==> config.mk <==
export PLATFORM = sky130hd
export DESIGN_NAME = time_counter
export DESIGN_NICKNAME = d
export VERILOG_FILES = /design/src/rtl/time_counter.sv
export SDC_FILE = /design/constraint.sdc
export NUM_CORES = 1
export LEC_CHECK = 0
export ABC_AREA = 1
export ABC_CLOCK_PERIOD_IN_PS = 2029
export BUFFER_PORTS_ARGS = -buffer_cell sky130_fd_sc_hd__buf_2
export CORE_MARGIN = 2
export CORE_UTILIZATION = 30
export DETAILED_ROUTE_END_ITERATION = 7
export GPL_ROUTABILITY_DRIVEN = 0
export SLEW_MARGIN = 20
export SYNTH_ARGS = -nofsm -noshare
export SYNTH_HDL_FRONTEND = slang
export SYNTH_SLANG_ARGS = --single-unit
==> constraint.sdc <==
create_clock -name clk -period 2.03 [get_ports clk]
set_clock_uncertainty 0.15 [all_clocks]
set_input_delay 0.203 -clock clk [delete_from_list [all_inputs] [get_ports clk]]
set_output_delay 0.203 -clock clk [all_outputs]
set_load 0.005 [all_outputs]
==> src/rtl/time_counter.sv <==
// Time-of-day engine: 1 Hz prescaler, seconds/minutes/hours counters and a
// mode/inc/dec set-time FSM. Define HOUR12_EN for 12-hour display with a PM flag.
module time_counter #(
    parameter int CLK_HZ = 100000000
) (
    input  logic       clk,
    input  logic       reset,
    input  logic       mode_pulse,
    input  logic       inc_pulse,
    input  logic       dec_pulse,
    output logic [5:0] seconds,
    output logic [5:0] minutes,
    output logic [4:0] hours,
    output logic [1:0] set_mode,
    output logic       tick_1hz,
    output logic       pm
);

    localparam int PW = (CLK_HZ > 1) ? $clog2(CLK_HZ) : 1;
    localparam logic [PW-1:0] PRESC_MAX = PW'(CLK_HZ - 1);

`ifdef HOUR12_EN
    localparam bit H12 = 1'b1;
`else
    localparam bit H12 = 1'b0;
`endif

    localparam logic [4:0] HOUR_RST = H12 ? 5'd12 : 5'd0;

    typedef enum logic [1:0] {
        RUN     = 2'b00,
        SET_HR  = 2'b01,
        SET_MIN = 2'b10
    } mode_t;

    mode_t         state_r, state_s;
    logic [PW-1:0] presc_r, presc_s;
    logic [5:0]    sec_s, min_s;
    logic [4:0]    hr_s;
    logic          pm_s, tick_s;

    function automatic logic [4:0] hr_up(input logic [4:0] h);
        if (H12) hr_up = (h == 5'd12) ? 5'd1 : h + 5'd1;
        else     hr_up = (h == 5'd23) ? 5'd0 : h + 5'd1;
    endfunction

    function automatic logic [4:0] hr_dn(input logic [4:0] h);
        if (H12) hr_dn = (h == 5'd1) ? 5'd12 : h - 5'd1;
        else     hr_dn = (h == 5'd0) ? 5'd23 : h - 5'd1;
    endfunction

    assign set_mode = state_r;

    // State, prescaler and time registers
    always_ff @(posedge clk or posedge reset) begin
        if (reset) begin
            state_r  <= RUN;
            presc_r  <= '0;
            seconds  <= 6'd0;
            minutes  <= 6'd0;
            hours    <= HOUR_RST;
            pm       <= 1'b0;
            tick_1hz <= 1'b0;
        end else begin
            state_r  <= state_s;
            presc_r  <= presc_s;
            seconds  <= sec_s;
            minutes  <= min_s;
            hours    <= hr_s;
            pm       <= pm_s;
            tick_1hz <= tick_s;
        end
    end

    // Next-state: mode_pulse wins, then RUN counting, then set-mode adjustment
    always_comb begin
        state_s = state_r;
        presc_s = presc_r;
        sec_s   = seconds;
        min_s   = minutes;
        hr_s    = hours;
        pm_s    = pm;
        tick_s  = 1'b0;
        if (mode_pulse) begin
            presc_s = '0;
            case (state_r)
                RUN:     state_s = SET_HR;
                SET_HR:  state_s = SET_MIN;
                SET_MIN: begin
                    state_s = RUN;
                    sec_s   = 6'd0;
                end
                default: state_s = RUN;
            endcase
        end else if (state_r == RUN) begin
            if (presc_r == PRESC_MAX) begin
                presc_s = '0;
                tick_s  = 1'b1;
                if (seconds == 6'd59) begin
                    sec_s = 6'd0;
                    if (minutes == 6'd59) begin
                        min_s = 6'd0;
                        hr_s  = hr_up(hours);
                        pm_s  = (H12 && hours == 5'd11) ? ~pm : pm;
                    end else begin
                        min_s = minutes + 6'd1;
                    end
                end else begin
                    sec_s = seconds + 6'd1;
                end
            end else begin
                presc_s = presc_r + PW'(1);
            end
        end else begin
            presc_s = '0;
            // Opposing inc and dec cancel out
            if (inc_pulse != dec_pulse) begin
                case (state_r)
                    SET_HR: begin
                        if (inc_pulse) begin
                            hr_s = hr_up(hours);
                            pm_s = (H12 && hours == 5'd11) ? ~pm : pm;
                        end else begin
                            hr_s = hr_dn(hours);
                            pm_s = (H12 && hours == 5'd12) ? ~pm : pm;
                        end
                    end
                    SET_MIN: begin
                        if (inc_pulse) min_s = (minutes == 6'd59) ? 6'd0 : minutes + 6'd1;
                        else           min_s = (minutes == 6'd0) ? 6'd59 : minutes - 6'd1;
                    end
                    default: state_s = RUN;
                endcase
            end else begin
                state_s = (state_r == SET_HR || state_r == SET_MIN) ? state_r : RUN;
            end
        end
    end

endmodule

==> flow_summary.ini <==
[cts]
clk_pin_slew_worst_paths_ps = 90
cts_tree = built
cts.sinks = 47
clock_path_buffers = 2
cts_root_buf = clkbuf_8
clk_latency_ps = 300
h-tree-depth = 2
cts_made_buffers = 5

[drt]
wl_per_cell_um = 11.9
drc_errors = 0
ant_nets = 0
vias = 2940
wl_um = 7370
dr.pass1.iters = 4
first_iter_violations = 160
avgViaCountPerCell = 4.73

[logic_synthesis]
ys_seq_area_frac = 0.363
synth_fp_nets = 463
yosys_warnings = 0
yosys.area.top_type = dfrtp_1
ys_ff_latch = 47
synth_top_cells_by_area = dfrtp_1, nand2_1, nor2_1
synth_top_area_share = 0.363
synth.distinct_cells = 38
synth_area_mm2 = 0.00324
syn_inst = 447
synth_area_per_cell_um2 = 7.26

[floorplan]
start_util = 0.311
die_h_um = 108
fp-row-count = 37
die_area_mm2 = 0.0117
coreArea_mm2 = 0.0104
io_pins = 26
die_w_um = 108

[global_routing]
grt_max_degree = 48
antenna_found_initial = 0
grt_pass1_wl_um = 13000
grt_pass1_vias = 2828
grt_overflow = 0
grtUsageTotal = 0.136

[finish]
finish.utilization = 0.360
syn_to_final_growth_pct = 15.6
stdcell_count = 621
antenna_cells = 0
fillers = 1116
final_nets = 500
drive_above_1_share = 0.155

[critical_path]
crit_type = reg -> reg
cp-start-kind = register
worstPathRequired_ps = 2070
crit_fanout = 9
r2r_slack_ps = 120
worst_setup_path_end_kind = register
critical_path_arrival_ps = 1950

[power]
pwr_density_cell_mw_per_mm2 = 981
power_uw = 3680
p_leak_uw = 0.00185
peakVddDrop_uv = 682

[timing]
finalHoldViolCount = 0
setup_viol = 0
period_share = 0.939
finalSetupTns_ps = 0
max_freq_mhz = 524
slew_headroom = 0.600
tightest_slew_ps = 600
grt_setup_unrepaired = false
final_max_slew_viol_count = 0
post-route-min-period_ps = 1910

[placement]
dp_hpwl_um = 5620
port_buffers = 24
place_inst = 607

[flow_run]
max_cap_violations = 0

[min_path]
hp-class = in -> reg

[run_status]
status = finished clean
==> through the flow <==
step / hold WS, ps / instance area, µm² / setup slack (ps)
CTS: 127 / 3690 / 90.6
global route: 147 / 3750 / 2.64
floorplan: 319 / 3240 / 210
finish: 137 / 3750 / 123
global placement: 259 / 3550 / 146
detailed placement: 253 / 3550 / 118
==> cell usage after synthesis (all sizes together) <==
cell type and n:
xnor2 4, o21ai 9, dfrtp 47, or2 1, o211ai 1, nand3 44
ha 11, nand2 129, o22ai 2, xor2 11, a21oi 6, conb 1
a21o 1, nand4 12, a31oi 2, and3 1, nor3b 4, nor4 2
clkbuf 2, a211oi 2, inv 57, nor2 73, nor3 20, buf 5
==> critical path: stages, from the launching register on <==
cell     delay, ps
dfrtp_1        430
ha_1           200
nand2_2         80
nor2_4         200
nand2_4         90
nor2_4         120
nand2_4        100
nand2_4        140
inv_2          130
nand2_1         90
nor2_1          50
==> routing by layer <==
| layer | track usage | vias up | part of all wire |
|---|---|---|---|
| li1 | - | 1502 | - |
| met1 | 0.192 | 1382 | 0.50 |
| met2 | 0.216 | 50 | 0.46 |
| met4 | 0.0311 | 0 | 0.0073 |
| met5 | 0 | - | 0 |
| met3 | 0.0271 | 6 | 0.034 |
==> repair_timing <==
item / CTS / global route
setup endpoints to repair: 0 / 5
endpoints found under the hold margin: 47 / 0
setup buffers: 0 / 5
hold buffers: 1 / 0
resized for setup: 0 / 2
==> area by class of cell <==
type | instances | area (µm²) | share of cell area
Timing Repair Buffer | 37 | 245 | 0.0654
Clock buffer | 6 | 72.6 | 0.0194
Multi-Input combinational cell | 336 | 1810 | 0.483
Clock inverter | 2 | 60.1 | 0.0160
Tap cell | 136 | 170 | 0.0454
Inverter | 57 | 214 | 0.0571
Sequential cell | 47 | 1180 | 0.314
==> placed cells by master, fill, tap and decap left out, types with 3 or more instances in the layout <==
master	instances
nand2_1	119
nor2_1	64
inv_1	52
dfrtp_1	47
nand3_1	41
buf_2	24
nor3_1	19
nand4_1	11
xor2_1	11
ha_1	11
buf_4	10
nand2_4	7
o21ai_0	7
nor2_4	5
inv_2	5
a21oi_1	5
clkbuf_8	5
xnor2_1	4
nand2_2	3
nand3_4	3
nor3b_1	3
==> where the power goes <==
group	total [µW]	internal (µW)	switching [µW]	leakage, µW
Combinational	1630	632	1000	0.00114
Sequential	1230	1060	169	0.000645
Clock	812	492	320	0.0000654
Total	3680	2190	1490	0.00185
==> path summary, 6_finish.rpt <==
kind	startpoint	cells past startpoint	endpoint
worst max-delay path	presc_r[0]	10	presc_r[16]
worst min-delay path	mode_pulse	3	set_mode[1]
worst max register to register	presc_r[0]	10	presc_r[16]
worst min register to register	presc_r[0]	1	presc_r[0]
max in group asynchronous	reset	4	set_mode[1]
min in group asynchronous	reset	4	hours[1]
==> registers in the layout, indices dropped and copies added (netlist names) <==
name / count
presc_r: 27
minutes: 6
seconds: 6
hours: 5
set_mode: 2
tick_1hz: 1
==> logic make-up after synthesis <==
family / share of synthesized area
flops: 0.363
simple gates: 0.429
xor+xnor: 0.0405
buf+inv: 0.0806
other cells: 0.00116
compound gates: 0.0436
fa+ha+maj: 0.0424
(Power assumes the default switching activity.)
